## config.mk

```make
export PLATFORM = sky130hd
export DESIGN_NAME = ram_arbiter
export DESIGN_NICKNAME = d
export VERILOG_FILES = /design/src/rtl/ram_arbiter.sv
export SDC_FILE = /design/constraint.sdc
export NUM_CORES = 1
export LEC_CHECK = 0
export BUFFER_PORTS_ARGS = -buffer_cell sky130_fd_sc_hd__buf_2
export CAP_MARGIN = 20
export CORE_ASPECT_RATIO = 1.75
export CORE_MARGIN = 1.5
export CORE_UTILIZATION = 38
export CTS_CLUSTER_DIAMETER = 120
export DETAILED_ROUTE_END_ITERATION = 6
export GPL_TIMING_DRIVEN = 0
export PLACE_DENSITY = 0.84
export SLEW_MARGIN = 15
export SYNTH_ARGS = -nofsm -noshare
export SYNTH_HDL_FRONTEND = slang
export SYNTH_SLANG_ARGS = --single-unit
```

## constraint.sdc

```tcl
create_clock -name clk -period 1.2 [get_ports clk]
set_clock_uncertainty 0.05 [all_clocks]
set_input_delay 0.12 -clock clk [delete_from_list [all_inputs] [get_ports clk]]
set_output_delay 0.12 -clock clk [all_outputs]
set_load 0.02 [all_outputs]
```

## src/rtl/ram_arbiter.sv

```systemverilog
`default_nettype none
// ============================================================================
//  Module      : ram_arbiter
//  Description : Two-port round-robin arbiter in front of a single-port
//                synchronous RAM. Each cycle at most one requester is
//                granted combinationally. A granted read returns its data
//                on the following cycle, with a one-cycle rvalid pulse on
//                the owning port.
//  Ports       : clk, rst_n        - clock, async active-low reset
//                pN_req/we/addr/wdata (N=0,1) - requester access inputs
//                pN_gnt            - access accepted this cycle
//                pN_rvalid/rdata   - read return pulse and held read data
//                ram_cs/rw/addr/di - RAM command outputs
//                ram_dout          - RAM read data (one clock after issue)
//  Revision    : 1.0 - initial release
// ============================================================================
module ram_arbiter #(
    parameter int A = 10,
    parameter int D = 8
) (
    input  logic         clk,
    input  logic         rst_n,
    // requester 0
    input  logic         p0_req,
    input  logic         p0_we,
    input  logic [A-1:0] p0_addr,
    input  logic [D-1:0] p0_wdata,
    output logic         p0_gnt,
    output logic         p0_rvalid,
    output logic [D-1:0] p0_rdata,
    // requester 1
    input  logic         p1_req,
    input  logic         p1_we,
    input  logic [A-1:0] p1_addr,
    input  logic [D-1:0] p1_wdata,
    output logic         p1_gnt,
    output logic         p1_rvalid,
    output logic [D-1:0] p1_rdata,
    // RAM side
    output logic         ram_cs,
    output logic         ram_rw,
    output logic [A-1:0] ram_addr,
    output logic [D-1:0] ram_di,
    input  logic [D-1:0] ram_dout
);

    logic         r_prio;       // port that wins a tie
    logic         r_pend_vld;   // a read was issued on the previous cycle
    logic         r_pend_tag;   // port that owns that read
    logic [D-1:0] r_rdata0;
    logic [D-1:0] r_rdata1;

    logic         w_gnt0;
    logic         w_gnt1;
    logic         w_rd_issue;
    logic         w_rvalid0;
    logic         w_rvalid1;

    // Grants are qualified by rst_n so nothing reaches the RAM while the
    // block is held in reset, whatever the requesters are doing.
    assign w_gnt0 = rst_n & p0_req & (~p1_req | ~r_prio);
    assign w_gnt1 = rst_n & p1_req & (~p0_req |  r_prio);

    assign w_rd_issue = (w_gnt0 & ~p0_we) | (w_gnt1 & ~p1_we);

    assign w_rvalid0 = r_pend_vld & ~r_pend_tag;
    assign w_rvalid1 = r_pend_vld &  r_pend_tag;

    // RAM command mux; all-zero when idle so the bus is quiet.
    always_comb begin
        ram_cs   = 1'b0;
        ram_rw   = 1'b0;
        ram_addr = '0;
        ram_di   = '0;
        if (w_gnt0) begin
            ram_cs   = 1'b1;
            ram_rw   = p0_we;
            ram_addr = p0_addr;
            ram_di   = p0_wdata;
        end else if (w_gnt1) begin
            ram_cs   = 1'b1;
            ram_rw   = p1_we;
            ram_addr = p1_addr;
            ram_di   = p1_wdata;
        end
    end

    // Priority pointer: flips away from whichever port was just served.
    always_ff @(posedge clk or negedge rst_n) begin
        if (!rst_n) begin
            r_prio <= 1'b0;
        end else if (w_gnt0) begin
            r_prio <= 1'b1;
        end else if (w_gnt1) begin
            r_prio <= 1'b0;
        end
    end

    // Pending-read tracker. Async reset drops any in-flight return, so no
    // rvalid pulse can follow a reset.
    always_ff @(posedge clk or negedge rst_n) begin
        if (!rst_n) begin
            r_pend_vld <= 1'b0;
            r_pend_tag <= 1'b0;
        end else begin
            r_pend_vld <= w_rd_issue;
            r_pend_tag <= w_gnt1;
        end
    end

    // Read data holding registers, captured at the end of the return cycle.
    always_ff @(posedge clk or negedge rst_n) begin
        if (!rst_n) begin
            r_rdata0 <= '0;
            r_rdata1 <= '0;
        end else begin
            if (w_rvalid0) r_rdata0 <= ram_dout;
            if (w_rvalid1) r_rdata1 <= ram_dout;
        end
    end

    assign p0_gnt    = w_gnt0;
    assign p1_gnt    = w_gnt1;
    assign p0_rvalid = w_rvalid0;
    assign p1_rvalid = w_rvalid1;
    // Return data is passed straight through during the pulse so the
    // requester sees it with single-cycle latency.
    assign p0_rdata  = w_rvalid0 ? ram_dout : r_rdata0;
    assign p1_rdata  = w_rvalid1 ? ram_dout : r_rdata1;

endmodule
`default_nettype wire

```

==> summary.txt <==
Synthesis
  – Ys Warns: 0
  – Mapped Avg Cell Area: 11.3 um^2
  – Synth Area in Simple Gates: 0.153
  – EDFF count, synth: 0
  – Commonest cells in the netlist: nand2_1, o32ai_2, dfrtp_1
  – Post-synthesis xor/xnor area fraction: 0
  – Sequential share of the synthesized area: 0.350
  – Adder-Cell Fraction of Synth Area: 0
  – Yosys cell types: 15
  – Post-synthesis register bit count: 19
  – Ys flop type: dfrtp_1
  – Area contributors post-synth: dfrtp_1, o32ai_2, nand2_1, mux2_4, mux2_2
  – Main combinational cell family by area after synthesis: compound AO/OA/AOI/OAI gates
  – Post-synth ARST share: 1.00
  – Syn Inst Count: 120
  – Compound-cell area share of the yosys netlist: 0.253
  – Yosys top cell area share: 0.350
  – Most common cell in the synthesized netlist: nand2_1
  – Post-Syn Area: ~1400 um^2
  – Syn Nets: 170
  – Mux cell area share after synthesis: 0.155
  – Area leader, netlist: dfrtp_1

Floorplan
  – Core ar.: about 3400 um^2
  – Row cnt: 28
  – Die Ht: a little over 80 um
  – Die area: slightly below 4000 um^2
  – Num ports: 90
  – Width of the die: approximately 48 um
  – Initial Utilization: 0.399

Power
  – Final Power: between 2 and 3 mW
  – Sequential Power Share: 0.302
  – Clk pwr share: 0.144
  – Combinational share of power: 0.554
  – VDD IR max: roughly 0.65 mV
  – Sw Share: 0.362
  – Leak: between 1 and 1.5 nW
  – Reported net switching power: ~1.0 mW
  – Pwr Density: approximately 1200 nW/um^2
  – Pint: approximately 1.9 mW

Final layout
  – Design area: 2370 um^2
  – Share of cells above drive strength 1: 0.700
  – Antenna diodes: 0
  – Fin cells: between 200 and 300
  – Final nets: between 200 and 300
  – Area Overhead vs Synth: 74.6%

STA
  – Sum Neg Setup Slack: -14,090 ps
  – Max transition margin: 0.462
  – Finish-stage setup viols: 40
  – Slew Viols, Final: 0
  – Fmax: between 600 and 700 MHz
  – Final period util: 1.37
  – Final Hold Vio Count: 0
  – Worst Tran Pin Value: 807 ps
  – PnR worst setup slack: -448 ps
  – RSZ-0062 raised after global routing: yes
  – Min cycle time layout: between 1500 and 2000 ps

Detailed routing
  – Antenna-violating nets left: 0
  – Vias/cell: 5.05
  – Drt initial violations: 17
  – Routed via count: around 1.4k
  – Total Wirelength: 4130 um
  – TritonRoute pass-1 iters: 3
  – Remaining DRCs: 0
  – WL/cell: approximately 15 um

Place
  – Placed cell count: around 250
  – Pre-CTS setup slack: -435 ps
  – Area after DPL: 1870 um^2
  – Hpwl dp: between 2000 and 3000 um
  – I/O Buffers: 89
  – Gp weighted congestion: 0.721

Global routing
  – Vias in the first global route: 1,302
  – Largest net degree at the start of global routing: 20
  – Total gr overflow: 0
  – Antenna violations before repair: 0
  – First-pass GRT wire length: ~5600 um
  – Tot GR Track Use: 0.191

CTS
  – CTS Root Cell: clkbuf_8
  – Htree depth: 1
  – Sink Count: 19
  – Num CTS Buffers: 3
  – Clock Latency Late Sink: between 200 and 300 ps
  – Clock transition at path regs: 60 ps
  – CTS tree: built
  – Clk buf depth: 2

Setup path
  – Slowest stage cell on the critical path: dfrtp_2
  – Critical path data arrival time: 1480 ps
  – Critical Path, Cell by Cell: a21bo_4 -> clkbuf_16 -> o32ai_2 -> buf_4
  – Top Family by Delay on Critical Path: flip-flops
  – Setup Crit Path Kind: flop to output port
  – Critical path required time: 1030 ps
  – Nature of the critical path startpoint: flop
  – Worst-path fanout max: 5
  – Max incr delay on CP: 440 ps
  – Setup crit end kind: output port
  – WP buf/inv: 2

Run status
  – Failing checks: setup timing
  – Status: complete, but fails checks

Hold path
  – Worst min path class: input pin to asynchronous set/reset pin

Run
  – Max cap viols: 0
-- cell usage in the layout (no fill, tap or decap) --
cell type,instances
buf_2,62
nand2_1,39
buf_6,23
dfrtp_1,18
buf_4,16
o32ai_2,10
o32ai_4,10
mux2_4,8
mux2_2,8
buf_8,4
inv_1,3
clkbuf_8,3
clkbuf_16,3
nor2b_4,2
nor2_4,2
nand2b_1,2
nor2_1,2
nand2_2,1
a21bo_4,1
buf_12,1
a22o_1,1
clkbuf_1,1
buf_16,1
dlymetal6s4s_1,1
dfrtp_2,1
-- worst paths after layout --
| kind | startpoint | cells after the start | to | slack [ps] |
|---|---|---|---|---|
| setup reg to reg | r_prio$_DFFE_PN0P_ | 4 | r_pend_vld$_DFF_PN0_ | -70 |
| max in group asynchronous | rst_n | 2 | r_prio$_DFFE_PN0P_ | 480 |
| setup / recovery | r_prio$_DFFE_PN0P_ | 4 | ram_addr[8] | -450 |
| min in group clk | ram_dout[2] | 2 | r_rdata0[2]$_DFF_PN0_ | 80 |
| hold / removal | rst_n | 2 | r_rdata1[7]$_DFF_PN0_ | 70 |
| hold reg to reg | r_rdata0[2]$_DFF_PN0_ | 1 | r_rdata0[2]$_DFF_PN0_ | 440 |
-- power by group through the flow --
| stage | Clock [mW] | Combinational [mW] | Sequential (mW) |
|---|---|---|---|
| after floorplan | 0 | 0.864 | 0.869 |
| after global placement | 0 | 1.22 | 0.873 |
| after detailed placement | 0 | 1.24 | 0.886 |
| after CTS | 0.438 | 1.43 | 0.878 |
| after global routing | 0.468 | 1.72 | 0.901 |
| final | 0.419 | 1.61 | 0.876 |
-- stage by stage --
stage / hold slack [ps] / utilization
4_1_cts: 72.7 / 0.628
3_5_place_dp: 31.9 / 0.549
5_1_grt: 83.0 / 0.697
2_1_floorplan: -226 / -
6_report: 66.3 / 0.697
3_3_place_gp: 25.1 / 0.549
-- metal layers --
layer	vias to the layer above	track usage	part of all wire
met1	647	0.183	0.36
met3	4	0.0198	0.060
met2	70	0.388	0.58
li1	633	-	-
met5	-	0	0
met4	0	0.0405	0.0065
-- sequential cells by signal (all words and copies together) (netlist names) --
name,count
r_pend_tag,1
r_pend_vld,1
r_rdata0,8
r_prio,1
r_rdata1,8
-- cells by family (layout without fill, tap and decap cells) --
kind of cell,after synthesis,in the layout
DFF,19,19
buffers and inverters,15,118
AOI/OAI and AO/OA,22,22
and+or+nand+nor,48,48
muxes,16,16
-- timing repair --
item                       in CTS  in global routing
gates cloned                    2                  2
setup endpoints to repair      41                 75
setup buffers                   3                  2
resized for setup              45                 30
hold buffers                    1                  0
hold endpoints to repair       19                  0
pin swaps                       3                 13
-- area by class of cell --
cell class | instances | area (um^2)
plain buffers | 12 | 138
clock buffers | 4 | 45.0
fillers | 252 | 1030
inverters | 3 | 11.3
multi-input cells | 86 | 896
flip-flops and latches | 19 | 477
well taps | 45 | 56.3
repair buffers | 99 | 747
-- worst reg2reg max path, stage by stage (launching register included) --
cell	delay (ps)
dfrtp_2	440
nor2b_4	290
clkbuf_16	220
buf_6	90
o32ai_2	70
No activity file was read; power rests on OpenSTA's default activity.
